### src/rtl/hazard_pkg.sv
// Shared types and defaults for the pipeline hazard/flush controller.
package hazard_pkg;

    typedef enum logic [1:0] {
        RUN      = 2'd0,
        MEM_WAIT = 2'd1,
        REDIRECT = 2'd2
    } hz_state_e;

    localparam int unsigned REG_AW_DEF   = 5;
    localparam int unsigned IMEM_LAT_DEF = 1;
    localparam int unsigned WAIT_MAX_DEF = 255;
    localparam int unsigned CNT_W_DEF    = 32;

    // Bits needed to hold values 0..max_val (at least one bit).
    function automatic int unsigned cnt_width(input int unsigned max_val);
        return (max_val < 2) ? 1 : $clog2(max_val + 1);
    endfunction

endpackage

### src/rtl/hazard_sat_cnt.sv
// Saturating up-counter: async reset, synchronous clear, sticks at all-ones.
module hazard_sat_cnt #(
    parameter int unsigned W = 8
) (
    input  logic         clk_i,
    input  logic         rst_ni,
    input  logic         en_i,
    input  logic         clr_i,
    output logic [W-1:0] cnt_o
);

    logic [W-1:0] cnt_q;

    // Count enabled cycles; clear wins over enable; never wrap past all-ones.
    always_ff @(posedge clk_i or negedge rst_ni) begin
        if (!rst_ni) begin
            cnt_q <= '0;
        end else if (clr_i) begin
            cnt_q <= '0;
        end else if (en_i && (cnt_q != '1)) begin
            cnt_q <= cnt_q + W'(1);
        end
    end

    assign cnt_o = cnt_q;

endmodule

### src/rtl/hazard_ctrl.sv
// Hazard/flush controller for the 5-stage core: load-use bubbles, taken-branch
// redirects with wrong-path squash, data-memory wait stalls with timeout, and
// saturating stall/flush performance counters.
module hazard_ctrl
    import hazard_pkg::*;
#(
    parameter int unsigned REG_AW   = REG_AW_DEF,
    parameter int unsigned IMEM_LAT = IMEM_LAT_DEF,
    parameter int unsigned WAIT_MAX = WAIT_MAX_DEF,
    parameter int unsigned CNT_W    = CNT_W_DEF
) (
    input  logic              clk_i,
    input  logic              rst_ni,
    input  logic [REG_AW-1:0] id_rs1_i,
    input  logic [REG_AW-1:0] id_rs2_i,
    input  logic              id_use_rs1_i,
    input  logic              id_use_rs2_i,
    input  logic [REG_AW-1:0] ex_rd_i,
    input  logic              ex_mem_read_i,
    input  logic              br_taken_i,
    input  logic              dmem_req_i,
    input  logic              dmem_ack_i,
    output logic              stall_f_o,
    output logic              stall_d_o,
    output logic              stall_e_o,
    output logic              stall_m_o,
    output logic              flush_d_o,
    output logic              flush_e_o,
    output logic              pc_sel_o,
    output logic              timeout_o,
    output logic [CNT_W-1:0]  stall_cnt_o,
    output logic [CNT_W-1:0]  flush_cnt_o
);

    localparam int unsigned RCNT_W = cnt_width(IMEM_LAT - 1);
    localparam int unsigned WAIT_W = cnt_width(WAIT_MAX);
    localparam logic [RCNT_W-1:0] RCNT_RELOAD = RCNT_W'(IMEM_LAT - 1);

    hz_state_e         state_q, state_d;
    logic              ret_redir_q, ret_redir_d;   // MEM_WAIT resumes into REDIRECT
    logic [RCNT_W-1:0] rcnt_q, rcnt_d;
    logic              timeout_q, timeout_d;
    logic [WAIT_W-1:0] wait_cnt;

    logic mem_stall, load_use, redir_ctx;
    logic stall_f, stall_d, stall_e, stall_m, flush_d, flush_e, pc_sel;

    assign mem_stall = dmem_req_i & ~dmem_ack_i;
    assign load_use  = ex_mem_read_i && (ex_rd_i != '0) &&
                       ((id_use_rs1_i && (id_rs1_i == ex_rd_i)) ||
                        (id_use_rs2_i && (id_rs2_i == ex_rd_i)));
    // Once the wait ends, rules of the state we stalled out of apply that same cycle.
    assign redir_ctx = (state_q == REDIRECT) || ((state_q == MEM_WAIT) && ret_redir_q);

    // Next state and control outputs; priority mem_stall > redirect > load_use.
    always_comb begin
        stall_f     = 1'b0;
        stall_d     = 1'b0;
        stall_e     = 1'b0;
        stall_m     = 1'b0;
        flush_d     = 1'b0;
        flush_e     = 1'b0;
        pc_sel      = 1'b0;
        state_d     = state_q;
        ret_redir_d = ret_redir_q;
        rcnt_d      = rcnt_q;
        if (mem_stall) begin
            stall_f     = 1'b1;
            stall_d     = 1'b1;
            stall_e     = 1'b1;
            stall_m     = 1'b1;
            state_d     = MEM_WAIT;
            ret_redir_d = redir_ctx;
        end else if (br_taken_i) begin
            pc_sel      = 1'b1;
            flush_d     = 1'b1;
            flush_e     = 1'b1;
            ret_redir_d = 1'b0;
            if (IMEM_LAT > 1) begin
                state_d = REDIRECT;
                rcnt_d  = RCNT_RELOAD;
            end else begin
                state_d = RUN;
            end
        end else if (redir_ctx) begin
            flush_d     = 1'b1;
            ret_redir_d = 1'b0;
            if (rcnt_q <= RCNT_W'(1)) begin
                state_d = RUN;
            end else begin
                state_d = REDIRECT;
                rcnt_d  = rcnt_q - RCNT_W'(1);
            end
        end else begin
            state_d     = RUN;
            ret_redir_d = 1'b0;
            if (load_use) begin
                stall_f = 1'b1;
                stall_d = 1'b1;
                flush_e = 1'b1;
            end
        end
    end

    // Timeout latches on the stall cycle that brings the wait count to WAIT_MAX.
    always_comb begin
        timeout_d = timeout_q;
        if (mem_stall && ((32'(wait_cnt) + 32'd1) >= WAIT_MAX)) begin
            timeout_d = 1'b1;
        end
    end

    // State, redirect counter and sticky timeout registers.
    always_ff @(posedge clk_i or negedge rst_ni) begin
        if (!rst_ni) begin
            state_q     <= RUN;
            ret_redir_q <= 1'b0;
            rcnt_q      <= '0;
            timeout_q   <= 1'b0;
        end else begin
            state_q     <= state_d;
            ret_redir_q <= ret_redir_d;
            rcnt_q      <= rcnt_d;
            timeout_q   <= timeout_d;
        end
    end

    // Reset forces every control output low even while stall inputs are active.
    assign stall_f_o = rst_ni & stall_f;
    assign stall_d_o = rst_ni & stall_d;
    assign stall_e_o = rst_ni & stall_e;
    assign stall_m_o = rst_ni & stall_m;
    assign flush_d_o = rst_ni & flush_d;
    assign flush_e_o = rst_ni & flush_e;
    assign pc_sel_o  = rst_ni & pc_sel;
    assign timeout_o = timeout_q;

    hazard_sat_cnt #(.W(WAIT_W)) u_wait_cnt (
        .clk_i  (clk_i),
        .rst_ni (rst_ni),
        .en_i   (mem_stall),
        .clr_i  (~mem_stall),
        .cnt_o  (wait_cnt)
    );

    hazard_sat_cnt #(.W(CNT_W)) u_stall_cnt (
        .clk_i  (clk_i),
        .rst_ni (rst_ni),
        .en_i   (stall_f_o),
        .clr_i  (1'b0),
        .cnt_o  (stall_cnt_o)
    );

    hazard_sat_cnt #(.W(CNT_W)) u_flush_cnt (
        .clk_i  (clk_i),
        .rst_ni (rst_ni),
        .en_i   (pc_sel_o),
        .clr_i  (1'b0),
        .cnt_o  (flush_cnt_o)
    );

endmodule

### config.mk
export PLATFORM = sky130hd
export DESIGN_NAME = hazard_ctrl
export DESIGN_NICKNAME = d
export VERILOG_FILES = /design/src/rtl/hazard_pkg.sv /design/src/rtl/hazard_sat_cnt.sv /design/src/rtl/hazard_ctrl.sv
export SDC_FILE = /design/constraint.sdc
export NUM_CORES = 1
export LEC_CHECK = 0
export CAP_MARGIN = 20
export CORE_MARGIN = 2
export CORE_UTILIZATION = 45
export CTS_CLUSTER_SIZE = 16
export DETAILED_ROUTE_END_ITERATION = 7
export PLACE_DENSITY = 0.72
export SLEW_MARGIN = 5
export SYNTH_ARGS = -nofsm -noshare
export SYNTH_HDL_FRONTEND = slang
export SYNTH_SLANG_ARGS = --single-unit
### constraint.sdc
create_clock -name clk_i -period 3.3 [get_ports clk_i]
set_clock_uncertainty 0.05 [all_clocks]
set_input_delay 0.495 -clock clk_i [delete_from_list [all_inputs] [get_ports clk_i]]
set_output_delay 0.495 -clock clk_i [all_outputs]
set_load 0.05 [all_outputs]
Yosys cells after proc, flatten, opt, wreduce, memory -nomap -nowiden --
Index checks and enable logic that the tools add are counted.
Word-level totals: flip-flop bits (word level) 77, bits of input ports 23, output and inout port bits 72
Cells by class: $add $sub $neg 5, order comparisons 2, equality and inequality tests 8, mux-type cells 19, bitwise gates (word level) 10, reductions and logical operators 13
Operators by type and width (number):
- $add 32x1->32 const B | 2
- $ne 32x32->1 const B | 2
- $mux 8 | 2
- $mux 1 | 13
- $eq 5x5->1 | 2
- $add 8x1->9 const B | 1
- $ge 9x8->1 const B | 1
- $logic_and 1x1->1 | 9
- $add 8x1->8 const B | 1
- $mux 2 | 4
- $ne 8x8->1 const B | 1
- $and 1x1->1 | 6
- $reduce_bool 5->1 | 1
- $not 1->1 | 4
- $reduce_and 4->1 | 1
- $eq 2x1->1 const B | 1
- $eq 2x2->1 const B | 1
- $logic_or 1x1->1 | 2
- $ne 2x1->1 const B | 1
- $le 1x1->1 const B | 1
- $sub 1x1->1 const B | 1

Logic depth before layout (Yosys ltp) --
Gate-level depths: netlist of the first run.
word-level depth 10, depth in mapped cells 10, depth with buffers taken out 8

Modules after synthesis --
Synthesis of the first run repeated with hierarchy kept, for this count alone.
Unflattened totals: cell total of the unflattened synthesis 489, area, all modules 4520.6 um2
Modules (own cells, without submodules):
- hazard_sat_cnt (u_stall_cnt) | times used 1, cells each 198, area an instance 1854.3 um2
- hazard_sat_cnt (u_flush_cnt) | times used 1, cells each 194, area an instance 1810.5 um2
- hazard_sat_cnt (u_wait_cnt) | times used 1, cells each 49, area an instance 464.2 um2
- hazard_ctrl | times used 1, cells each 48, area an instance 391.6 um2

Worst setup path after synthesis of the first run --
OpenSTA, ideal clock, no wires.
path kind input port to output port, start point in ex_rd_i[0], end point out stall_f_o, arrival 2055 ps, data required time 2755 ps, path slack 700 ps, stages on the path 5, buffers on the path 1, cell sequence or3_1 o311a_1 a31oi_1 inv_1 buf_4
On the way: longest elaborated chain between the ends 9, elaborated cells on any way between the ends 13
Ends and longest elaborated chain:
- start, declared | line hazard_ctrl.sv:18 | input logic [REG_AW-1:0] ex_rd_i,
- $eq 5x5->1, on equally long branches | line hazard_ctrl.sv:50, hazard_ctrl.sv:51
- $logic_and 1x1->1, on equally long branches | line hazard_ctrl.sv:50, hazard_ctrl.sv:51
- $logic_or 1x1->1 | line hazard_ctrl.sv:50 | ((id_use_rs1_i && (id_rs1_i == ex_rd_i)) ||
- $logic_and 1x1->1 * | line hazard_ctrl.sv:49 | assign load_use = ex_mem_read_i && (ex_rd_i != '0) &&
- $mux 1 * (4 in a row)
- $and 1x1->1 *
- end, declared | line hazard_ctrl.sv:23 | output logic stall_f_o,
Every way passes the cells marked *; elsewhere a longest branch is shown, timed or not.

Final worst setup path of the first run --
start point in rst_ni, end point out flush_d_o
On the way: longest elaborated chain between the ends 1
Ends and longest elaborated chain:
- start, declared | line hazard_ctrl.sv:13 | input logic rst_ni,
- $and 1x1->1 | line hazard_ctrl.sv:133 | assign flush_d_o = rst_ni & flush_d;
- end, declared | line hazard_ctrl.sv:27 | output logic flush_d_o,
No other way between the ends.

==> results.toml, run 1 <==
[status]
status = "finished clean"

[worst_setup_path]
crit_fanout = 26
crit_path_max_incr_delay_ns = 0.81
start_kind = "input port"
criticalPathCategory = "in -> out"
cp_top_family = "buffers and inverters"
critPathSlowestCell = "clkdlybuf4s50_1"
cp_cell_sequence = "dlygate4sd3_1 > buf_4 > nand2_1 > nor2_1 > clkdlybuf4s50_1"
crit_buf_inv = 3
cp.arrival_ns = 2.40
cp_data_required_time_ns = 2.75
cp-end-kind = "output port"

[synthesis]
seq_area_frac_synth = 0.500
syn_area_mm2 = 0.00375
synth_area_leaders = "dfrtp_1 50%, xnor2_1 13%, nand4_1 4.7%"
yosysMostFrequentCell = "dfrtp_1"
yosysTopAreaCell = "dfrtp_1"
syn_nets = 379
async_flop_share = 1.00
ys_ff_latch = 75
synth_cells = 352
synth-edff-count = 0
synth_warnings = 0
syn_area_per_cell_um2 = 10.7
synth_cell_type_count = 41
ys_top_cells_by_count = "75 x dfrtp_1, 55 x xnor2_1, 31 x nand2_1"
synthFlopType = "dfrtp_1"
netlist.area_leader.share = 0.500

[power]
power.internal_mw = 1.52
total_power_mw = 2.22
comb_power_share = 0.219
ir_drop_mv = 0.427
p_per_area_mw_per_mm2 = 446
p_leak_nw = 2.20
p_seq_frac = 0.470
switching_share = 0.312
p_switching_mw = 0.691
p_clk_frac = 0.311

[sta]
finalHoldViolCount = 0
slew_headroom = 0.504
finalCriticalPeriod_ns = 2.94
fin_setup_tns_ns = 0
setup_slack_ns = 0.360
tightest_slew_ns = 0.744
fmax_mhz = 340
finalSetupViolCount = 0
period_share = 0.891
grt_setup_unrepaired = "false"
report.final.slew_viol_count = 0

[finish]
fin_util = 0.611
drive_gt1_frac = 0.0613
seqCellArea_mm2 = 0.00188
diodes = 0
syn2layout_area_growth_pct = 32.4
nNetsFinal = 479
multi_input_area_mm2 = 0.00178
fill_cells = 690

[flow_run]
maxCapViolCount = 0

[route]
ant_nets = 0
via_per_inst = 5.23
wl_um = 8410
num_vias = 2942
wl_per_cell_um = 15.0
drtIter0Drc = 92
drc = 0
drtPass1Iterations = 5

[grt]
antenna_found_initial = 0
use_met1 = 0.263
grt_pass1_wl_um = 14000
grt_max_degree = 55
grt_pass1_vias = 2893
met3_usage = 0.0427
globalRouteOverflowTotal = 0
grt.total_usage = 0.197
grtUsageMet2 = 0.315
grt_most_used_layer = "met2"

[worst_hold_path]
hp-class = "reg -> reg"

[clock_network]
htree_levels = 3
cts.sinks = 75
numCtsBuffers = 9
postCtsHoldBufs = 1
clockBufferDepth = 2
clk_pin_slew_worst_paths_ns = 0.08
cts_root_buffer = "clkbuf_8"
ctsResizeCount = 0
cts_tree = "done"
cts_setup_buffers = 0
clk_latency_ns = 0.34

[placement]
place.gp.congestion = 0.790
dpl.hpwl_um = 6120
port_buffers = 94
place_ws_ns = 0.339

[die]
io_pins = 95
die_h_um = 95.3
die_area_mm2 = 0.00908
die_x_um = 95.3
rows = 33
core_area_mm2 = 0.00813
initial_utilization = 0.461
==> worst reg2reg max path, cell delays in order, from the launching register on <==
cell	delay, ns
dfrtp_1	0.41
ha_1	0.22
nand2_1	0.10
nor4_1	0.37
nand4_1	0.20
o211a_1	0.55
and4_1	0.37
xor2_1	0.14
==> per-layer routing <==
layer / vias to the layer above / wire, um
met5: - / 0
met4: 0 / 129
met3: 10 / 467
met2: 62 / 3970
met1: 1427 / 3840
li1: 1443 / -
==> path summary, 6_finish.rpt <==
kind / startpoint / endpoint / slack [ns] / cells after the start
max: rst_ni / flush_d_o / 0.36 / 5
min: timeout_o / timeout_o / 0.44 / 2
max reg2reg: u_stall_cnt.cnt_o[0] / u_stall_cnt.cnt_o[15] / 0.78 / 7
min reg2reg: timeout_o / timeout_o / 0.44 / 2
max in group asynchronous: rst_ni / u_stall_cnt.cnt_o[11] / 1.67 / 3
min in group asynchronous: rst_ni / u_wait_cnt.cnt_o[4] / 0.55 / 2
==> per-stage QoR <==
stage	std cells	area (um2)	hold slack [ns]
2_1_floorplan	352	3750	0.149
3_3_place_gp	545	4770	0.367
3_5_place_dp	545	4770	0.368
4_1_cts	562	4970	0.443
5_1_grt	562	4970	0.452
6_report	562	4970	0.435
==> area by class of cell <==
type / count / share of cell area
flip-flops and latches: 75 / 0.378
multi-input cells: 260 / 0.359
repair buffers: 99 / 0.194
clock buffers: 14 / 0.0307
well taps: 105 / 0.0264
clock inverters: 2 / 0.00705
inverters: 7 / 0.00529
==> power groups by stage <==
stage / Clock [mW] / Sequential [mW] / Combinational (mW)
2_1_floorplan: 0 / 1.22 / 0.124
3_3_place_gp: 0 / 1.05 / 0.479
3_5_place_dp: 0 / 1.06 / 0.488
4_1_cts: 0.703 / 1.04 / 0.491
5_1_grt: 0.746 / 1.05 / 0.519
6_report: 0.688 / 1.04 / 0.485
==> placed cells by master, fill, tap and decap left out, types with 11 or more instances in the layout <==
cell type,n
clkdlybuf4s50_1,87
dfrtp_1,75
xnor2_1,55
nand2_1,31
nand4_1,28
xor2_1,20
and3_1,19
nand3_1,16
nor2_1,13
and4_1,13
buf_4,11
==> state kept, by name (all words and copies together) (netlist names) <==
signal	count
state_q	1
u_flush_cnt.cnt_o	32
u_wait_cnt.cnt_o	8
u_stall_cnt.cnt_o	32
ret_redir_q	1
timeout_o	1
==> cells by family after synthesis <==
| kind of cell | Yosys count | share of synthesized area |
|---|---|---|
| AND/OR/NAND/NOR | 153 | 0.234 |
| XOR/XNOR | 75 | 0.175 |
| flip-flops | 75 | 0.500 |
| AO/OA/AOI/OAI | 26 | 0.0457 |
| buffers and inverters | 17 | 0.0250 |
| adder cells (fa/ha/maj) | 4 | 0.0133 |
| multiplexers | 2 | 0.00700 |
Power figures use the tool's default switching activity.
==> inputs of run 2 (changes only) <==
--- a/config.mk
+++ b/config.mk
@@ -12,3 +12,3 @@
 export DETAILED_ROUTE_END_ITERATION = 7
-export PLACE_DENSITY = 0.72
+export PLACE_DENSITY = 0.7
 export SLEW_MARGIN = 5
@@ -16,2 +16,3 @@
 export SYNTH_HDL_FRONTEND = slang
+export SYNTH_HIERARCHICAL = 1
 export SYNTH_SLANG_ARGS = --single-unit
==> constraint.sdc (replaced) <==
create_clock -name clk_i -period 3.3 [get_ports clk_i]
set_clock_uncertainty 0.05 [all_clocks]
set_input_delay 0.825 -clock clk_i [delete_from_list [all_inputs] [get_ports clk_i]]
set_output_delay 0.825 -clock clk_i [all_outputs]
set_load 0.05 [all_outputs]
==> run 2 against run 1 <==
Compared with the run above:
- first-iteration DRC count increased by 96%
- power down 18%
- combinational power fell by 65%
- critical path depth increased by 1
- critical endpoint is now flush_e_o
- largest cell class is now multi-input combinational cells
==> results.toml, run 2 <==
[grt]
antenna_found_initial = 0
grt_pass1_vias = 3924
grt_max_degree = 68
met3_usage = 0.0470
grt.total_usage = 0.214
grtUsageMet2 = 0.362
grt_pass1_wl_um = 19100
grt_most_used_layer = "met2"
use_met1 = 0.284
globalRouteOverflowTotal = 0

[sta]
tightest_slew_ns = 0.877
fmax_mhz = 309
report.final.slew_viol_count = 0
setup_slack_ns = 0.0641
finalCriticalPeriod_ns = 3.24
period_share = 0.981
finalHoldViolCount = 0
finalSetupViolCount = 0
grt_setup_unrepaired = "false"
slew_headroom = 0.415

[die]
die_h_um = 104
io_pins = 95
core_area_mm2 = 0.00977
initial_utilization = 0.462
rows = 36
die_area_mm2 = 0.0109
die_x_um = 104

[synthesis]
seq_area_frac_synth = 0.415
syn_area_per_cell_um2 = 9.24
synth_cells = 489
synth_warnings = 6
yosysTopAreaCell = "dfrtp_1"
synth-edff-count = 0
synthFlopType = "dfrtp_1"
ys_top_cells_by_count = "75 x dfrtp_1, 52 x nor2_1, 33 x a21oi_1"
syn_area_mm2 = 0.00452
synth_cell_type_count = 66
netlist.area_leader.share = 0.415
ys_ff_latch = 75
synth_area_leaders = "dfrtp_1 42%, nor2_1 4.3%, a21oi_1 3.7%"
yosysMostFrequentCell = "dfrtp_1"
async_flop_share = 1.00

[route]
ant_nets = 0
drc = 0
drtPass1Iterations = 5
wl_per_cell_um = 15.6
via_per_inst = 5.67
num_vias = 4199
drtIter0Drc = 180
wl_um = 11500

[power]
ir_drop_mv = 0.233
p_per_area_mw_per_mm2 = 297
p_leak_nw = 2.48

[finish]
fill_cells = 842
drive_gt1_frac = 0.153
instances_no_fill = 741
most-common-layout-cells = "75 x dfrtp_1, 73 x clkdlybuf4s50_1, 51 x nor2_1"
mostFrequentLayoutCell = "dfrtp_1"
syn2layout_area_growth_pct = 35.1
nNetsFinal = 631
diodes = 0

[worst_setup_path]
cp-end-kind = "output port"
crit_fanout = 2
reg2reg_slack_ns = 0.78
reg2reg_depth = 6
start_kind = "input port"
r2r-end = "u_flush_cnt/cnt_o[15]"
criticalPathCategory = "in -> out"
cp_data_required_time_ns = 2.42
timing.rr.start = "u_flush_cnt/cnt_o[10]"
cp.arrival_ns = 2.36

[clock_network]
clockBufferDepth = 2
cts.sinks = 75
cts_root_buffer = "clkbuf_8"
clk_latency_ns = 0.34
numCtsBuffers = 9
postCtsHoldBufs = 0
cts_tree = "done"
htree_levels = 3
clk_pin_slew_worst_paths_ns = 0.08

[placement]
place_ws_ns = -0.219
dpl.hpwl_um = 8190
port_buffers = 94
place_inst = 721
place.gp.congestion = 0.889

[worst_hold_path]
hp-class = "in -> async"

[status]
status = "finished clean"

[flow_run]
maxCapViolCount = 0
## run 2: cell count changes in the layout (fill, tap and decap cells not counted), moves of 13 or more
cell and delta:
nor2_1 +38, xnor2_1 -38, a21oi_1 +27, or3_1 +18
o21ai_0 +16, clkdlybuf4s50_1 -14, nand4_1 -13
## run 2: report_power, final
part / internal (mW) / switching [mW] / leakage (nW)
clock network: 0.367 / 0.348 / 0.0991
logic: 0.0727 / 0.0992 / 1.34
registers: 0.922 / 0.00526 / 1.05
total: 1.36 / 0.452 / 2.48
## run 2: cells by family (layout without fill, tap and decap cells)
family / count (synthesis) / in the layout / synth area share
adders and majority gates: 6 / 6 / 0.0161
muxes: 13 / 13 / 0.0324
DFF: 75 / 75 / 0.415
and+or+nand+nor: 233 / 233 / 0.290
buffers and inverters: 34 / 149 / 0.0340
AOI/OAI and AO/OA: 93 / 93 / 0.145
other: 1 / 5 / 0.000830
xor gates and xnor gates: 34 / 34 / 0.0659
## run 2: layer usage
layer	routed length, um	up-vias
li1	-	2016
met1	5250	2054
met2	5680	116
met3	498	13
met4	110	0
met5	0	-
## run 2: area by class of cell
type / count / area, um2 / area share
clock buffers: 11 / 141 / 0.0232
inverters: 17 / 63.8 / 0.0104
well taps: 133 / 166 / 0.0272
clock inverters: 5 / 52.6 / 0.00860
repair buffers: 116 / 1210 / 0.198
multi-input cells: 384 / 2600 / 0.425
flip-flops and latches: 75 / 1880 / 0.307
## run 2: through the flow
| stage | utilization | hold WS, ns | power, mW | cell area [um2] | setup TNS, ns |
|---|---|---|---|---|---|
| after CTS | 0.619 | 0.248 | 1.82 | 6050 | 0 |
| after global placement | 0.596 | 0.418 | 1.10 | 5830 | -1.52 |
| final | 0.625 | 0.253 | 1.81 | 6110 | 0 |
| after floorplan | - | 0.454 | 1.02 | 4610 | -0.562 |
| after global routing | 0.625 | 0.236 | 1.89 | 6110 | 0 |
| after detailed placement | 0.596 | 0.418 | 1.11 | 5830 | -2.77 |
## run 2: worst max-delay path by stage
stage / from / endpoint / slack, ns / cells past startpoint
CTS: ex_rd_i[0] / flush_e_o / 0.004 / 6
global placement: ex_rd_i[1] / stall_f_o / -0.16 / 6
floorplan: ex_rd_i[1] / flush_e_o / -0.08 / 4
finish: id_rs1_i[3] / flush_e_o / 0.06 / 6
global route: ex_rd_i[1] / flush_e_o / 0.003 / 6
detailed placement: ex_rd_i[4] / flush_e_o / -0.22 / 6
## run 2: what timing repair did
item                                    in CTS  in global routing
endpoints found under the setup margin       3                  3
setup buffers                                0                  4
resized for setup                           11                 19
pin swaps                                    5                  4
## run 2: critical path, cell delays in order
cell and delay, ns:
dlygate4sd2_1 0.25, xor2_1 0.16, nor4_2 0.29, a32oi_2 0.17
o41ai_2 0.34, bufbuf_16 0.33
